[src/rtl/key_pkg.sv]
// rtl/key_pkg.sv - shared state encoding and 50 MHz timing defaults for key debouncing
package key_pkg;

    typedef enum logic [1:0] {
        RELEASED      = 2'd0,
        PRESS_CHECK   = 2'd1,
        PRESSED       = 2'd2,
        RELEASE_CHECK = 2'd3
    } key_state_t;

    localparam int DEBOUNCE_20MS = 1000000;
    localparam int REPEAT_500MS  = 25000000;
    localparam int REPEAT_100MS  = 5000000;
    localparam int KEY_CNT_W     = 25;

endpackage

[src/rtl/sync_2ff.sv]
// rtl/sync_2ff.sv - two-flop synchronizer with selectable reset value
module sync_2ff #(
    parameter int   WIDTH       = 1,
    parameter logic RESET_VALUE = 1'b1
) (
    input  logic             clk,
    input  logic             rst_n,
    input  logic [WIDTH-1:0] d,
    output logic [WIDTH-1:0] q
);

    logic [WIDTH-1:0] meta;

    always_ff @(posedge clk or negedge rst_n) begin
        if (!rst_n) begin
            meta <= {WIDTH{RESET_VALUE}};
            q    <= {WIDTH{RESET_VALUE}};
        end else begin
            meta <= d;
            q    <= meta;
        end
    end

endmodule

[src/rtl/key_debouncer.sv]
// rtl/key_debouncer.sv - debounced pushbutton with press/release/auto-repeat strobes and press counter
module key_debouncer
    import key_pkg::*;
#(
    parameter int DEBOUNCE_CYCLES = DEBOUNCE_20MS,
    parameter int REPEAT_DELAY    = REPEAT_500MS,
    parameter int REPEAT_PERIOD   = REPEAT_100MS,
    parameter int CNT_W           = KEY_CNT_W
) (
    input  logic       CLOCK_50,
    input  logic       RESET_N,
    input  logic       KEY_N,
    output logic       key_level,
    output logic       press_pulse,
    output logic       release_pulse,
    output logic       repeat_pulse,
    output logic [7:0] press_count
);

    localparam logic [CNT_W-1:0] DB_LAST    = CNT_W'(DEBOUNCE_CYCLES - 1);
    localparam logic [CNT_W-1:0] RPT_FIRST  = CNT_W'(REPEAT_DELAY - 1);
    localparam logic [CNT_W-1:0] RPT_NEXT   = CNT_W'(REPEAT_PERIOD - 1);
    localparam logic [CNT_W-1:0] CNT_ONE    = CNT_W'(1);
    localparam bit               REPEAT_EN  = (REPEAT_DELAY != 0);

    logic             ks;
    key_state_t       state;
    logic [CNT_W-1:0] db_timer;
    logic [CNT_W-1:0] rpt_timer;
    logic             repeating;
    logic [CNT_W-1:0] rpt_target;

    sync_2ff #(
        .WIDTH      (1),
        .RESET_VALUE(1'b1)
    ) u_key_sync (
        .clk  (CLOCK_50),
        .rst_n(RESET_N),
        .d    (KEY_N),
        .q    (ks)
    );

    // First repeat waits the long delay; later ones use the shorter period.
    assign rpt_target = repeating ? RPT_NEXT : RPT_FIRST;

    always_ff @(posedge CLOCK_50 or negedge RESET_N) begin
        if (!RESET_N) begin
            state         <= RELEASED;
            db_timer      <= '0;
            rpt_timer     <= '0;
            repeating     <= 1'b0;
            key_level     <= 1'b0;
            press_pulse   <= 1'b0;
            release_pulse <= 1'b0;
            repeat_pulse  <= 1'b0;
            press_count   <= 8'd0;
        end else begin
            press_pulse   <= 1'b0;
            release_pulse <= 1'b0;
            repeat_pulse  <= 1'b0;

            case (state)
                RELEASED: begin
                    db_timer <= '0;
                    if (!ks) begin
                        state <= PRESS_CHECK;
                    end
                end

                PRESS_CHECK: begin
                    if (ks) begin
                        state <= RELEASED;
                    end else if (db_timer == DB_LAST) begin
                        state       <= PRESSED;
                        key_level   <= 1'b1;
                        press_pulse <= 1'b1;
                        press_count <= press_count + 8'd1;
                        rpt_timer   <= '0;
                        repeating   <= 1'b0;
                    end else begin
                        db_timer <= db_timer + CNT_ONE;
                    end
                end

                PRESSED: begin
                    if (ks) begin
                        state    <= RELEASE_CHECK;
                        db_timer <= '0;
                    end else if (REPEAT_EN) begin
                        if (rpt_timer == rpt_target) begin
                            repeat_pulse <= 1'b1;
                            rpt_timer    <= '0;
                            repeating    <= 1'b1;
                        end else begin
                            rpt_timer <= rpt_timer + CNT_ONE;
                        end
                    end
                end

                RELEASE_CHECK: begin
                    // Repeat timer holds here so a release bounce only delays the next repeat.
                    if (!ks) begin
                        state <= PRESSED;
                    end else if (db_timer == DB_LAST) begin
                        state         <= RELEASED;
                        key_level     <= 1'b0;
                        release_pulse <= 1'b1;
                    end else begin
                        db_timer <= db_timer + CNT_ONE;
                    end
                end

                default: begin
                    state <= RELEASED;
                end
            endcase
        end
    end

endmodule
[config.mk]
export PLATFORM = sky130hd
export DESIGN_NAME = key_debouncer
export DESIGN_NICKNAME = d
export VERILOG_FILES = /design/src/rtl/key_pkg.sv /design/src/rtl/sync_2ff.sv /design/src/rtl/key_debouncer.sv
export SDC_FILE = /design/constraint.sdc
export NUM_CORES = 1
export LEC_CHECK = 0
export BUFFER_PORTS_ARGS = -buffer_cell sky130_fd_sc_hd__buf_4
export CAP_MARGIN = 20
export CORE_MARGIN = 1
export CORE_UTILIZATION = 35
export CTS_CLUSTER_SIZE = 16
export DETAILED_ROUTE_END_ITERATION = 8
export PLACE_DENSITY = 0.52
export SYNTH_ARGS = -nofsm -noshare
export SYNTH_HDL_FRONTEND = slang
export SYNTH_SLANG_ARGS = --single-unit
[constraint.sdc]
create_clock -name CLOCK_50 -period 2.2 [get_ports CLOCK_50]
set_input_delay 0.33 -clock CLOCK_50 [delete_from_list [all_inputs] [get_ports CLOCK_50]]
set_output_delay 0.33 -clock CLOCK_50 [all_outputs]
set_load 0.05 [all_outputs]
==> summary.md <==
| Metric | Value |
|---|---|
| Sum of buffers and inverters on the critical path | 3 |
| Global Route Usage Sum | 0.172 |
| Placed cell count | 550 |
| Worst path depth | 8 |
| Share of cells above drive strength 1 | 0.218 |
| Placer Congestion | 0.784 |
| Clock buffer depth | 2 |
| Slew @ Worst Pin | ~0.43 ns |
| Cells after Synth | 385 |
| Hold Path Class | input port to flop |
| Die Area | 10,800 um^2 |
| EDFF count, synth | 0 |
| Req. time, crit path | 2.46 ns |
| CTS tree | yes |
| Fin crit period | about 2.1 ns |
| Die X | 104 um |
| Leak Pwr | ~1.9 nW |
| Area grow syn2layout | 23.5% |
| Area of the multi-input gates | 1890 um^2 |
| Delay-heaviest family, CP | simple AND/OR/NAND/NOR gates |
| FF-to-FF End | rpt_timer[8] |
| CP endpoint | rpt_timer[8] |
| Max IR drop VDD | between 500 and 600 uV |
| Endpoints failing hold | 0 |
| CTS sink cnt | 67 |
| Root Driver | clkbuf_8 |
| Final WL | 9.08 mm |
| Vias per cell | about 5.5 |
| Post-synthesis sequential area ratio | 0.462 |
| Mean Syn Cell Area | 9.45 um^2 |
| Total iterations of the first detailed-routing run | 4 |
| Cts bufs inserted | 9 |
| Power Density | 526 nW/um^2 |
| Fill count | between 900 and 1,000 |
| Synth cell count leaders | dfrtp_1, o21ai_0, nand2_1 |
| Vias | 3,179 |
| Layout Cells excl Fill | 577 |
| CP most frequent cell | buf_4 |
| Vias in the first global route | 2,950 |
| Starting density of the core | 0.367 |
| Synth cell types | between 50 and 60 |
| Antenna Nets Post-Route | 0 |
| Largest net degree at the start of global routing | 31 |
| CP Max Fanout | 6 |
| Synth Register Bits | 67 |
| Final hold slack | 0.0863 ns |
| Row count | 36 |
| Remaining Overflow, GRT | 0 |
| Maxcap violations | 0 |
| Post-route DRC | 0 |
| Async SR Flop Fraction | 1.00 |
| Tcrit/Tclk final | 0.974 |
| CP Launch Type | flop |
| Sequence of cells on the critical path | nor4_1 > buf_4 > nand4_1 > buf_6 > a2bb2oi_4 > buf_4 > or4_1 > a22oi_1 |
| Global-route wire length before repair | 14.9 mm |
| Number of I/O pins | 15 |
| Setup CP Type | flop to flop |
| Slew Viols, Final | 0 |
| Worst R2R Path Depth | 8 |
| Synthesized cell area | 3640 um^2 |
| Fin nets | 446 |
| Initial antenna violation count | 0 |
| Sequential cell area | 1680 um^2 |
| 1st-iter DRT viols | 172 |
| Die H | 104 um |
| Synth area leaders | dfrtp_1, or3_1, o21ai_0 |
| Detailed placer's ending HPWL | 6.07 mm |
| Synthesis Warnings | 0 |
| Mapped Nets | 391 |
| Area leader, netlist | dfrtp_1 |
| Crit path DAT | between 2 and 2.5 ns |
| Most common cell in the netlist | dfrtp_1 |
| Slowest stage delay, CP | approximately 0.46 ns |
| Setup Skew | 0.0109 ns |
| Flop2flop setup slack | between 0.05 and 0.06 ns |
| Worst Hold Path Cells | 1 |
| DR WL/cell | 15.7 um |
| Relative slew slack | 0.714 |
| Worst setup EP type | flop |
| CP Launch Point | db_timer[8] |
| Worst r2r src | db_timer[8] |
| Status | completed |
| Worst path slowest cell | or4_1 |
| Core Region | about 10000 um^2 |
| # diodes | 0 |
| Setup violators final | 0 |
| Synth Flop Type | dfrtp_1 |
| Worst skew pair latency | roughly 0.35 ns |
| Port Buf Inserts | 14 |
| RSZ-0062 raised after global routing | true |
| H-tree depth | 3 |
| Post-synth top area share | 0.447 |
| FMAX | 466 MHz |
| Reg clk slew, reported paths | 0.07 ns |
## state kept, by name (all words and copies together), names as in the netlist, named ones only
register         count
repeating            1
u_key_sync.q         1
state                1
repeat_pulse         1
release_pulse        1
db_timer            25
rpt_timer           25
press_count          8
key_level            1
u_key_sync.meta      1
press_pulse          1
## through the flow
step / utilization / worst slack, ns / setup TNS, ns / power (mW) / instance area (um^2)
final: 0.453 / 0.0563 / 0 / 2.36 / 4490
after global routing: 0.453 / -0.0261 / -0.0344 / 2.47 / 4490
after CTS: 0.441 / 0.0117 / 0 / 2.41 / 4370
after global placement: 0.417 / 0.0263 / 0 / 1.35 / 4130
after detailed placement: 0.417 / -0.0132 / -0.0132 / 1.35 / 4130
after floorplan: - / 0.0687 / 0 / 1.29 / 3640
## routing by layer
| metal | track usage | part of all wire |
|---|---|---|
| met1 | 0.229 | 0.49 |
| met2 | 0.271 | 0.47 |
| met3 | 0.0420 | 0.029 |
| met4 | 0.0602 | 0.0095 |
| met5 | 0 | 0 |
## placed cells by master (no fill, tap or decap), types with 3 or more instances in the layout
cell      instances
nand3_1          28
a22oi_1          19
and3_1            7
xnor2_1           5
or4_1            12
nand2b_1          3
xor2_1            8
a32oi_1           3
dfrtp_1          65
ha_1              3
nor3_1            9
nand2_1          29
or3_1            28
clkbuf_8         11
buf_12            3
and4_1            3
o21ai_0          32
o211ai_1          4
nand4_1          13
buf_4            56
a31oi_1           3
nor2_1           13
a21oi_1          17
nor4_1            4
buf_6             3
o31ai_1          11
inv_1            10
## where the power goes
part,switching (mW),internal (mW)
sequential,0.00506,1.24
clock,0.460,0.579
combinational,0.0564,0.0240
## layout make-up
type,count,share of cell area
inverters,10,0.00836
repair buffers,63,0.117
multi-input cells,289,0.421
clock buffers,13,0.0354
well taps,133,0.0370
flip-flops and latches,67,0.374
clock inverters,2,0.00780
## how the worst min path moves through the flow
stage                        from               to  slack [ns]
after CTS                   KEY_N  u_key_sync.meta        0.07
final                       KEY_N  u_key_sync.meta        0.09
after floorplan           RESET_N        async pin        0.03
after global placement    RESET_N     db_timer[18]        0.31
after global routing        KEY_N  u_key_sync.meta        0.07
after detailed placement  RESET_N     rpt_timer[2]        0.31
## repair_timing
item	4_1_cts	5_1_grt
pin swaps	1	7
hold endpoints to repair	28	0
hold buffers	1	0
gates cloned	0	1
resized for setup	5	6
buffers inserted	0	10
endpoints found under the setup margin	9	16
## kinds of logic (layout without fill, tap and decap cells)
| group | after synthesis | in the layout | share of synthesized area |
|---|---|---|---|
| AND/OR/NAND/NOR | 169 | 169 | 0.271 |
| XOR/XNOR | 13 | 13 | 0.0313 |
| adder cells (fa/ha/maj) | 3 | 3 | 0.0103 |
| buffers and inverters | 30 | 88 | 0.0392 |
| AO/OA/AOI/OAI | 102 | 103 | 0.183 |
| flip-flops | 67 | 67 | 0.462 |
| multiplexers | 1 | 1 | 0.00310 |
Note: power is estimated with default switching activity, not from simulation.
